--- src/rtl/mem_arb_pkg.sv ---
// mem_arb_pkg: arbiter state encoding and the byte-address limit helper shared by the data memory arbiter blocks.
package mem_arb_pkg;
  typedef enum logic [1:0] {
    RUN        = 2'd0,
    DMA_ACCESS = 2'd1,
    DMA_ACK    = 2'd2
  } state_t;
  function automatic int byte_limit(int depth);
    return 4 * depth;
  endfunction
endpackage

--- src/rtl/starve_counter.sv ---
// starve_counter: 4-bit saturating count of contested DMA cycles (inc/clr in, hit out when the limit is one away).
module starve_counter #(
  parameter int STARVE_LIMIT = 4
) (
  input  logic clk,
  input  logic rst,
  input  logic inc,
  input  logic clr,
  output logic hit
);
  logic [3:0] cnt;
  always_ff @(posedge clk)
    if (rst) cnt <= '0;
    else cnt <= clr ? 4'd0 : (inc && cnt != 4'hf) ? cnt + 4'd1 : cnt;
  assign hit = cnt == 4'(STARVE_LIMIT - 1);
endmodule

--- src/rtl/data_mem_arbiter.sv ---
// data_mem_arbiter: shares the data RAM between the CPU MEM stage (Cpu*) and a DMA requester (Dma*), driving the RAM port (Mem*).
module data_mem_arbiter
  import mem_arb_pkg::*;
#(
  parameter int NBits        = 32,
  parameter int MEMORY_DEPTH = 512,
  parameter int STARVE_LIMIT = 4
) (
  input  logic             clk,
  input  logic             reset,
  input  logic             CpuMemRead,
  input  logic             CpuMemWrite,
  input  logic [NBits-1:0] CpuAddress,
  input  logic [NBits-1:0] CpuWriteData,
  output logic [NBits-1:0] CpuReadData,
  output logic             CpuStall,
  input  logic             DmaReq,
  input  logic             DmaWrite,
  input  logic [NBits-1:0] DmaAddress,
  input  logic [NBits-1:0] DmaWriteData,
  output logic             DmaAck,
  output logic             DmaErr,
  output logic [NBits-1:0] DmaReadData,
  output logic             MemRead,
  output logic             MemWrite,
  output logic [NBits-1:0] MemAddress,
  output logic [NBits-1:0] MemWriteData,
  input  logic [NBits-1:0] MemReadData
);
  localparam logic [NBits-1:0] ADDR_LIMIT = NBits'(byte_limit(MEMORY_DEPTH));
  state_t state, state_nxt;
  logic cpu_idle, addr_ok, dma_sel, hit, cnt_inc, cnt_clr;
  assign cpu_idle = !(CpuMemRead || CpuMemWrite);
  assign dma_sel  = state == DMA_ACCESS;
  assign addr_ok  = DmaAddress < ADDR_LIMIT && DmaAddress[1:0] == 2'b00;
  assign cnt_inc  = state == RUN && DmaReq && !cpu_idle;
  // clear wins over inc so the count restarts after every granted slot
  assign cnt_clr  = !DmaReq || (state == RUN && state_nxt == DMA_ACCESS);
  starve_counter #(.STARVE_LIMIT(STARVE_LIMIT)) u_cnt (
    .clk(clk),
    .rst(reset),
    .inc(cnt_inc),
    .clr(cnt_clr),
    .hit(hit)
  );
  always_ff @(posedge clk)
    if (reset) state <= RUN;
    else state <= state_nxt;
  always_comb
    state_nxt = state == RUN ? ((DmaReq && (cpu_idle || hit)) ? DMA_ACCESS : RUN) :
                state == DMA_ACCESS ? DMA_ACK : RUN;
  always_comb begin
    MemRead      = dma_sel ? (!DmaWrite && addr_ok) : CpuMemRead;
    MemWrite     = dma_sel ? (DmaWrite && addr_ok) : CpuMemWrite;
    MemAddress   = dma_sel ? DmaAddress : CpuAddress;
    MemWriteData = dma_sel ? DmaWriteData : CpuWriteData;
    CpuStall     = dma_sel && !cpu_idle;
    CpuReadData  = MemReadData;
  end
  always_ff @(posedge clk)
    if (reset) begin
      DmaAck      <= 1'b0;
      DmaErr      <= 1'b0;
      DmaReadData <= '0;
    end else begin
      DmaAck <= dma_sel;
      if (dma_sel) DmaErr <= !addr_ok;
      if (dma_sel && !DmaWrite) DmaReadData <= MemReadData;
    end
endmodule

--- config.mk ---
export PLATFORM = sky130hd
export DESIGN_NAME = data_mem_arbiter
export DESIGN_NICKNAME = d
export VERILOG_FILES = /design/src/rtl/mem_arb_pkg.sv /design/src/rtl/starve_counter.sv /design/src/rtl/data_mem_arbiter.sv
export SDC_FILE = /design/constraint.sdc
export NUM_CORES = 1
export LEC_CHECK = 0
export BUFFER_PORTS_ARGS = -buffer_cell sky130_fd_sc_hd__buf_2
export CAP_MARGIN = 15
export CORE_AREA = 2 2 115 117
export DETAILED_ROUTE_END_ITERATION = 8
export DIE_AREA = 0 0 117 119
export SLEW_MARGIN = 0
export SYNTH_ARGS = -nofsm -noshare
export SYNTH_HDL_FRONTEND = slang
export SYNTH_SLANG_ARGS = --single-unit
--- constraint.sdc ---
create_clock -name clk -period 1.5 [get_ports clk]
set_clock_uncertainty 0.15 [all_clocks]
set_input_delay 0.15 -clock clk [delete_from_list [all_inputs] [get_ports clk]]
set_output_delay 0.15 -clock clk [all_outputs]
set_load 0.02 [all_outputs]
# Word level (Yosys, flattened, before mapping)
# Index checks and enable logic that the tools add are counted.
# classes
n_reduce_logical	20
n_eq_ne	4
muxes	7
n_addsub	1
n_lt_le_gt_ge	1
# op_table
operator	count
two-way mux 32 bit	2
< comparator 32 x 12 -> 1 bit (second input constant)	1
logical AND 1 bit	10
adder 4 x 1 -> 4 bit (second input constant)	1
== test 2 x 1 -> 1 bit (second input constant)	2
== test 4 x 2 -> 1 bit (second input constant)	1
logical NOT 1 bit	4
logical NOT 2 bit	2
two-way mux 2 bit	2
inequality test 4 bit (second input constant)	1
logical OR 1 bit	3
two-way mux 1 bit	3
OR reduction 2 bit	1
# totals
reg_bits	40

# Longest topological paths before layout
# Gate-level depths: netlist (run 1).
# depth
word_depth	10
mapped_depth	6
depth_no_buf	5

# By module
# Synthesis (run 1) repeated with hierarchy kept, for this count alone.
# unflattened
cells_unflattened	434
area_unflattened_um2	2547.4
# modules_own_cells
module	seq_area_each_um2	cells_per_inst	n_inst	area_each_um2
data_mem_arbiter	700.7	410	1	2344.7
starve_counter	80.1	24	1	202.7

# Worst setup path after synthesis (run 1)
# No wires, ideal clock.
# synth_timing
kind	register to output
start	register state[1]
end	output port MemWriteData[10]
required_ns	1.200
path_stages_with_launch	7
path_slack_ns	-0.091
path_buffers	3
arrival_time_ns	1.291
path_cell_list	dfxtp_1 nand2b_1 buf_4 buf_4 buf_4 nand2_1 nand2_1
# synth_via
elab_chain_cells	2
# synth_rtl
item	line_no	text
from (decl)	data_mem_arbiter.sv:31	state_t state, state_nxt;
from (signal assigned)	data_mem_arbiter.sv:48	else state <= state_nxt;
== test 2 x 1 -> 1 bit	data_mem_arbiter.sv:34	assign dma_sel = state == DMA_ACCESS;
two-way mux 32 bit	data_mem_arbiter.sv:56	MemWriteData = dma_sel ? DmaWriteData : CpuWriteData;
to (decl)	data_mem_arbiter.sv:27	output logic [NBits-1:0] MemWriteData,
# Every way passes these cells.

# Worst setup path in the final report (run 1)
# layout_timing
start	register state[1]
end	output port MemWriteData[22]
# Same word-level chain as after synthesis.

==> out/qor.csv, run 1 <==
metric;value;unit
yosysTopAreaCell;nand2_1;
cp_slowest_stage_delay;0.36;ns
num_rows;42;
syn_to_final_growth;124;%
violations;negative setup slack;
floorplan.initialDensity;20.2;%
cts_sinks;39;
finalCriticalPeriod;1.74;ns
path_delay_family;buffers and inverters;
finalCritPeriodShare;116;%
drt-total-wl;12800;um
clock_path_buffers;2;
finalHoldViolations;0;
synthArstFlopShare;0;%
ys_top_cells_by_area;nand2_1 37%, dfxtp_1 30%, buf_4 12%, a21oi_1 6.3%, buf_2 2.1%;
dp_hpwl;8040;um
ys_seq_area_share;30.0;%
worstSetupPathType;reg -> out;
power.density;585;mW/mm^2
nets;916;
postSynthCellCount;428;
regToRegEndpoint;u_cnt.cnt[3];
grt_setup_unrepaired;true;
cp_slowest_cell;dfxtp_4;
synth.distinct_cells;30;
layout_setup_ws;-0.240;ns
p_int;2.30;mW
p_sw_share;32.4;%
peakVddDrop;476;uV
hold_class;in -> reg;
synth_warnings;0;
worst_pin_slew;0.447;ns
synth_most_common_cell;nand2_1;
final_core_util;45.2;%
ys_seq_elements;39;
path_max_fanout;6;
area.sequential;788;um^2
clk_latency;0.28;ns
io_buffer_count;298;
synth_top_area_share;37.4;%
antenna_found_initial;0;
clkSlewWorstSetupHoldPaths;0.06;ns
clock_power_share;31.5;%
p_seq_share;31.0;%
worstPathCellList;nand2b_4 > clkbuf_16 > clkbuf_16 > nand2_2 > nand2_2 > buf_6;
placed_area;0.00416;mm^2
pin_count;299;
grt_pass1_vias;3584;
drt-pass1-iter-count;4;
drive_gt1_share;60.5;%
die_area;0.0139;mm^2
drtIter0Drc;156;
grt_max_degree;33;
power_frac_comb;37.5;%
worstPathArrival;1.44;ns
antenna_cells;0;
design_area;0.00582;mm^2
drtAntennaViolNets;0;
vias;3898;
worstSetupEndpointType;output port;
slew_viol_final;0;
setup_viol;95;
worst-path-buf-inv;3;
r2r_start;state[1];
hold-path-endpoint;state[0];
syn_area;0.00260;mm^2
maxSlewHeadroom;70.1;%
grt_first_pass_wirelength;16800;um
avgSynthCellArea;6.08;um^2
hold_start;DmaReq;
placed_cells;865;
setup_tns;-13.63;ns
finalNonFillerCells;926;
grt-ovfl-total;0;
maxCapViolations;0;
globalplace.congestion;0.844;
post-route-drc-count;0;
coreArea;0.0129;mm^2
leakagePower;3.06;nW
status;finished, violations left;
grt_usage;15.2;%
multi_input_area;0.00181;mm^2
die_w;117;um
synth_top_flop_cell;dfxtp_1;
hold_depth;2;
synth_nets;595;
critPathLaunchType;flop;
h-tree-depth;2;
fmax;575;MHz
rrSetupSlack;-0.11;ns
preCtsSetupSlack;-0.147;ns
r2r_cells;7;
root_buffer;clkbuf_16;
cts_tree;built;
power.switching;1.10;mW
fillers;1305;
post_drt_via_cell_ratio;4.21;
wl_per_cell;13.8;um
ys_top_cells_by_count;259 x nand2_1, 43 x buf_4, 39 x dfxtp_1;
worst-endpoint-required;1.20;ns
die_h;119;um
numCtsBuffers;5;
synth_edf_count;0;
## routing by layer
metal / track usage (%) / up-vias / routed length, um
li1: - / 1949 / -
met1: 17.3 / 1758 / 4990
met2: 28.3 / 170 / 6580
met3: 2.80 / 21 / 960
met4: 3.90 / 0 / 218
met5: 0 / - / 0
## registers in the layout, indices dropped and copies added (netlist names)
name,cells
DmaReadData,32
DmaErr,1
u_cnt.cnt,4
state,2
## through the flow
stage | total power [mW] | hold slack (ns)
3_3_place_gp | 1.99 | 0.255
6_report | 3.40 | 0.0336
2_1_floorplan | 1.59 | 0.133
5_1_grt | 3.56 | 0.0305
4_1_cts | 3.27 | 0.00710
3_5_place_dp | 1.99 | 0.255
## cell usage in the layout, fill, tap and decap left out, types with 2 or more instances in the layout
cell	n
a21oi_1	11
clkinv_4	2
clkbuf_16	12
buf_12	7
nor3b_1	2
nand2b_4	2
nor4_1	3
nand2_1	187
nand3_1	2
buf_2	231
buf_16	3
nor3_1	2
nand4_1	2
a21oi_2	22
nand2_2	57
dfxtp_4	2
nor2_4	2
a211oi_1	2
dlygate4sd3_1	33
dfxtp_1	37
buf_6	71
nor2_1	6
buf_4	19
nand2_4	15
nor4_2	2
## power groups by stage
| stage | logic, mW | clock network (mW) | registers, mW |
|---|---|---|---|
| after global placement | 0.907 | 0 | 1.08 |
| final | 1.28 | 1.07 | 1.06 |
| after CTS | 1.11 | 1.11 | 1.06 |
| after detailed placement | 0.907 | 0 | 1.08 |
| after global routing | 1.36 | 1.14 | 1.06 |
| after floorplan | 0.489 | 0 | 1.10 |
## cell families (layout without fill, tap and decap cells)
logic type,Yosys count,in the layout,synth area share [%]
adder cells (fa/ha/maj),1,1,0.481
flip-flops,39,39,30.0
AND/OR/NAND/NOR,288,288,45.0
XOR/XNOR,1,1,0.337
multiplexers,1,1,0.385
AO/OA/AOI/OAI,39,39,8.13
buffers and inverters,59,381,15.6
## repair_timing
item | 4_1_cts | 5_1_grt
endpoints found under the setup margin | 68 | 103
setup buffers | 5 | 3
cloned | 3 | 9
hold buffers | 32 | 1
pin swaps | 2 | 42
hold endpoints to repair | 32 | 1
gates resized for setup | 108 | 155
## cell type report
cell class                      count  area share, %
Clock buffer                        5           2.15
Clock inverter                      3          0.430
Inverter                            1         0.0645
Multi-Input combinational cell    330           31.2
Sequential cell                    39           13.6
Tap cell                          176           3.79
Timing Repair Buffer              372           48.9
## worst max path at each step
stage	from	endpoint	slack, ns	cells after the start
floorplan	state[1]	MemWriteData[10]	0.02	6
global placement	DmaAddress[13]	MemRead	-0.17	6
CTS	state[1]	MemWriteData[1]	-0.24	6
detailed placement	DmaAddress[30]	MemRead	-0.15	6
finish	state[1]	MemWriteData[22]	-0.24	6
global route	state[0]	MemAddress[14]	-0.29	6
Note: power is estimated with default switching activity, not from simulation.
==> run 2, diff against run 1 <==
- PLACE_DENSITY_LB_ADDON: default -> 0.2
==> run 2 against run 1 <==
Net effect:
- the run still ends with negative setup slack left
- maximum frequency rose by 1.3%
- power is 1.5% higher
- register-to-register slack better by 0.05 ns
- critical endpoint is now MemAddress[8]
- final cell count rose by 0.11%
- first-iteration DRC count shrank 39%
- worst hold slack got worse by 0.0072 ns
- largest cell class unchanged
- core utilization up 0.98 points
- die area unchanged
- via count shrank 0.62%
==> out/qor.csv, run 2 (synthesis results as in run 1) <==
metric;value;unit;change
globalplace.congestion;0.896;;+6.2%
post_drt_via_cell_ratio;4.18;;-0.72%
drtIter0Drc;95;;-39%
maxCapViolations;0;;unchanged
r2r_cells;7;;unchanged
drtAntennaViolNets;0;;unchanged
clk_latency;0.28;ns;about the same
numCtsBuffers;5;;unchanged
violations;negative setup slack;;
vias;3874;;-0.62%
grt_max_degree;33;;unchanged
finalCriticalPeriod;1.72;ns;-0.0227 ns
hold_depth;2;;unchanged
syn_to_final_growth;128;%;
maxSlewHeadroom;79.0;%;+8.9 points
die_w;117;um;unchanged
largest-register;DmaReadData;;
slew_viol_final;0;;unchanged
path_max_fanout;7;;+1
floorplan.initialDensity;20.2;%;unchanged
reg.largest.list;DmaReadData x32, u_cnt.cnt x4, state x2;;
setup_viol;98;;+3.2%
worstSetupEndpointType;output port;;
r2r_start;state[0];;
root_buffer;clkbuf_16;;
wl_per_cell;14.3;um;+4.1%
setup_tns;-13.40;ns;+0.229 ns
cts_tree;built;;
multi_input_area;0.00185;mm^2;+2.3%
status;finished, violations left;;
hold_slack;0.0263;ns;-0.00724 ns
nets;917;;+0.11%
path_delay_family;buffers and inverters;;
power.density;582;mW/mm^2;-0.66%
fillers;1222;;-6.4%
grt_usage;16.5;%;+1.4 points
grt_setup_unrepaired;true;;
coreArea;0.0129;mm^2;unchanged
clock_path_buffers;2;;unchanged
hold_start;reset;;
area.sequential;787;um^2;-0.16%
hold_class;in -> reg;;
regToRegEndpoint;DmaReadData[27];;
h-tree-depth;2;;unchanged
layout_setup_ws;-0.217;ns;+0.0227 ns
finalCritPeriodShare;114;%;-1.5 points
worst-path-buf-inv;3;;unchanged
cp_slowest_stage_delay;0.36;ns;about the same
leakagePower;3.05;nW;-0.29%
p_total;3.46;mW;+1.5%
worstPathCellList;nand2b_4 > clkbuf_16 > clkbuf_16 > nand2_2 > nand2_2 > buf_6;;
pin_count;299;;unchanged
worst-endpoint-required;1.20;ns;about the same
post-route-drc-count;0;;unchanged
cts_sinks;39;;unchanged
die_area;0.0139;mm^2;unchanged
antenna_found_initial;0;;unchanged
worst_pin_slew;0.312;ns;-0.135 ns
clkSlewWorstSetupHoldPaths;0.06;ns;about the same
final_cell_mix;229 x buf_2, 165 x nand2_1, 75 x buf_6;;
cp_slowest_cell;dfxtp_4;;
cp.depth;6;;unchanged
die_h;119;um;unchanged
io_buffer_count;298;;unchanged
largest_register_ffs;32;;unchanged
dp_hpwl;9000;um;+12%
rrSetupSlack;-0.06;ns;+0.05 ns
drt-total-wl;13300;um;+4.2%
worstSetupPathType;reg -> out;;
worstPathArrival;1.42;ns;-0.02 ns
hold-path-endpoint;DmaReadData[28];;
peakVddDrop;431;uV;-9.3%
num_rows;42;;unchanged
drt-pass1-iter-count;4;;unchanged
grt-ovfl-total;0;;unchanged
finalHoldViolations;0;;unchanged
fmax;582;MHz;+1.3%
grt_pass1_vias;3701;;+3.3%
drive_gt1_share;60.9;%;+0.32 points
antenna_cells;0;;unchanged
critPathLaunchType;flop;;
final_common_cell;buf_2;;
preCtsSetupSlack;-0.442;ns;-0.295 ns
grt_first_pass_wirelength;18100;um;+7.3%
run 2: cell count changes in the layout (fill, tap and decap cells not counted), sizes merged:
cell / delta
bufbuf: +1
dlygate4sd3: -1
buf: +3
clkbuf: -1
clkinv: -1
run 2: worst register-to-register path, stage by stage (launching register included):
cell	delay [ns]
dfxtp_2	0.34
nor2b_4	0.19
buf_4	0.13
bufbuf_16	0.24
nand2b_4	0.09
clkbuf_16	0.18
nand2_1	0.06
a21oi_1	0.06
run 2: repair_timing:
item / in CTS / in global routing
resized for setup: 169 / 130
setup endpoints to repair: 68 / 103
gates cloned: 5 / 6
hold endpoints to repair: 32 / 0
hold buffers: 32 / 0
pin swaps: 25 / 60
buffers inserted: 5 / 3
run 2: worst max path at each step:
stage | slack (ns) | end | start
3_5_place_dp | -0.44 | MemRead | DmaAddress[30]
4_1_cts | -0.25 | MemRead | DmaAddress[31]
2_1_floorplan | 0.02 | MemWriteData[10] | state[1]
5_1_grt | -0.28 | MemWriteData[9] | state[1]
6_report | -0.22 | MemAddress[8] | state[1]
3_3_place_gp | -0.46 | MemRead | DmaAddress[30]
run 2: cell type report:
cell class | instances | area share (%)
Clock buffer | 6 | 2.17
Timing Repair Buffer | 373 | 49.4
Multi-Input combinational cell | 330 | 31.2
Inverter | 1 | 0.0632
Sequential cell | 39 | 13.2
Clock inverter | 2 | 0.211
Tap cell | 176 | 3.71
run 2: report_power, final:
group / internal, mW / switching, mW / total [mW]
Clock: 0.614 / 0.433 / 1.05
Sequential: 1.05 / 0.00846 / 1.06
Combinational: 0.675 / 0.676 / 1.35
Total: 2.34 / 1.12 / 3.46
run 2: layer usage:
metal | share of wire (%) | wire length, um | track usage [%] | up-vias
met1 | 37 | 4920 | 16.5 | 1735
li1 | - | - | - | 1951
met2 | 54 | 7160 | 32.8 | 172
met3 | 6.9 | 917 | 3.72 | 16
met4 | 2.2 | 294 | 4.93 | 0
met5 | 0 | 0 | 0 | -
run 2: through the flow:
step	util [%]	cell area [um^2]	instances
2_1_floorplan	-	2610	428
3_3_place_gp	32.8	4230	870
3_5_place_dp	32.8	4230	870
4_1_cts	42.0	5410	920
5_1_grt	46.2	5940	927
6_report	46.2	5940	927
==> run 3, diff against run 2 <==
- CTS_BUF_LIST: default -> sky130_fd_sc_hd__clkbuf_2
==> run 3 against run 2 <==
Net effect:
- the flow still finishes with violations (negative setup slack)
- count of clock-buffer cells in the layout did not move
- worst hold slack improved by 0.12 ns
- sequential power barely moved
- non-clock buffer count rose by 1
- routed wire length barely moved
- final area fell by 1.8%
- die area did not move
==> out/qor.csv, run 3 (synthesis results as in run 1) <==
metric;value;unit;change
drt-pass1-iter-count;4;;unchanged
slew_viol_final;0;;unchanged
path_delay_family;buffers and inverters;;
maxSlewHeadroom;77.2;%;-1.8 points
largest-register;DmaReadData;;
fmax;534;MHz;-8.4%
worst_pin_slew;0.339;ns;+0.0274 ns
status;finished, violations left;;
r2r_start;state[0];;
rrSetupSlack;-0.07;ns;about the same
io_buffer_count;298;;unchanged
clk_latency;0.38;ns;+0.10 ns
hold_depth;5;;+3
clkSlewWorstSetupHoldPaths;0.22;ns;+0.16 ns
nets;918;;+0.11%
grt_usage;16.2;%;-0.37 points
final_cell_mix;231 x buf_2, 156 x nand2_1, 81 x nand2_2;;
power.density;498;mW/mm^2;-14%
grt_pass1_vias;3698;;-0.081%
syn_to_final_growth;124;%;
final_core_util;45.3;%;-0.85 points
cp_slowest_stage_delay;0.41;ns;+0.05 ns
peakVddDrop;302;uV;-30%
final_common_cell;buf_2;;
worstSetupPathType;reg -> out;;
dp_hpwl;9000;um;unchanged
largest_register_ffs;32;;unchanged
worstPathCellList;nand2b_4 > clkbuf_16 > clkbuf_16 > nand2_2 > nand2_2 > buf_6;;
pin_count;299;;unchanged
hold_slack;0.148;ns;+0.122 ns
die_w;117;um;unchanged
worstSetupEndpointType;output port;;
coreArea;0.0129;mm^2;unchanged
vias;3919;;+1.2%
layout_setup_ws;-0.374;ns;-0.157 ns
post-route-drc-count;0;;unchanged
grt-ovfl-total;0;;unchanged
worst-endpoint-required;1.20;ns;about the same
drtIter0Drc;81;;-15%
preCtsSetupSlack;-0.442;ns;unchanged
antenna_found_initial;0;;unchanged
r2r_cells;8;;+1
hold_start;DmaWrite;;
critPathLaunchType;flop;;
worst-path-buf-inv;3;;unchanged
finalCriticalPeriod;1.87;ns;+0.157 ns
cts_tree;built;;
grt_first_pass_wirelength;17800;um;-1.3%
leakagePower;2.97;nW;-2.4%
maxCapViolations;0;;unchanged
floorplan.initialDensity;20.2;%;unchanged
finalCritPeriodShare;125;%;+10 points
h-tree-depth;2;;unchanged
drtAntennaViolNets;0;;unchanged
path_max_fanout;7;;unchanged
cp_slowest_cell;dfxtp_4;;
drive_gt1_share;64.1;%;+3.2 points
post_drt_via_cell_ratio;4.22;;+1.1%
regToRegEndpoint;DmaReadData[24];;
cts_sinks;39;;unchanged
drt-total-wl;13300;um;about the same
reg.largest.list;DmaReadData x32, u_cnt.cnt x4, state x2;;
p_total;2.91;mW;-16%
worstPathArrival;1.57;ns;+0.15 ns
violations;negative setup slack;;
die_area;0.0139;mm^2;unchanged
wl_per_cell;14.3;um;-0.18%
hold-path-endpoint;DmaReadData[25];;
root_buffer;clkbuf_2;;
finalNonFillerCells;928;;+0.11%
numCtsBuffers;5;;unchanged
clock_path_buffers;2;;unchanged
die_h;119;um;unchanged
placed_cells;870;;unchanged
antenna_cells;0;;unchanged
grt_max_degree;33;;unchanged
setup_viol;99;;+1.0%
grt_setup_unrepaired;true;;
hold_class;in -> reg;;
globalplace.congestion;0.896;;unchanged
num_rows;42;;unchanged
cp.depth;6;;unchanged
finalHoldViolations;0;;unchanged
## run 3: changes by cell type in the layout (fill, tap and decap cells not counted), moves of 3 or more
cell / change
a21oi_2: +16
a21oi_1: -16
clkbuf_16: -5
clkbuf_2: +6
nand2_1: -9
buf_6: -3
nand2_2: +13
dlygate4sd3_1: +3
nand2_4: -4
## run 3: repair_timing
action                                  in CTS  in global routing
endpoints found under the setup margin      69                103
setup buffers                                5                  4
hold buffers                                35                  0
hold endpoints to repair                    39                  0
pin swaps                                   23                 74
gates resized for setup                    143                171
cloned                                       2                  6
## run 3: area by class of cell
type / instances / area (um^2)
sequential: 39 / 788
clock inverter: 2 / 12.5
multi-input combinational: 330 / 1910
tap: 176 / 220
inverter: 1 / 3.75
fill: 1264 / 7040
timing repair buffer: 374 / 2870
clock buffer: 6 / 30.0
## run 3: report_power, final
| part | switching, mW | internal, mW | leakage [nW] |
|---|---|---|---|
| clock network | 0.388 | 0.119 | 0.0290 |
| registers | 0.00937 | 1.05 | 0.317 |
| logic | 0.676 | 0.663 | 2.63 |
| total | 1.07 | 1.83 | 2.97 |
## run 3: worst register-to-register path: stages (launching register included)
cell and delay, ns:
dfxtp_2 0.39, nor2b_4 0.19, buf_4 0.15, buf_16 0.10, buf_8 0.09, nand2b_4 0.10
clkbuf_16 0.19, nand2_1 0.08, a21oi_2 0.05
## run 3: worst max-delay path by stage
| stage | slack (ns) | startpoint | to |
|---|---|---|---|
| finish | -0.37 | state[1] | MemAddress[9] |
| floorplan | 0.02 | state[1] | MemWriteData[10] |
| CTS | -0.40 | state[1] | MemWriteData[15] |
| global placement | -0.46 | DmaAddress[30] | MemRead |
| global route | -0.48 | state[1] | MemAddress[9] |
| detailed placement | -0.44 | DmaAddress[30] | MemRead |
## run 3: stage by stage
step | area, um^2 | setup TNS, ns
floorplan | 2610 | 0
global placement | 4230 | -1.03
detailed placement | 4230 | -0.994
CTS | 5130 | -25.84
global route | 5830 | -33.42
finish | 5830 | -23.00
## run 3: per-layer routing
metal | up-vias | part of all wire, % | global-route usage, %
met3 | 6 | 6.8 | 3.61
met1 | 1793 | 37 | 16.5
met5 | - | 0 | 0
met2 | 171 | 55 | 32.7
met4 | 0 | 0.87 | 2.94
li1 | 1949 | - | -
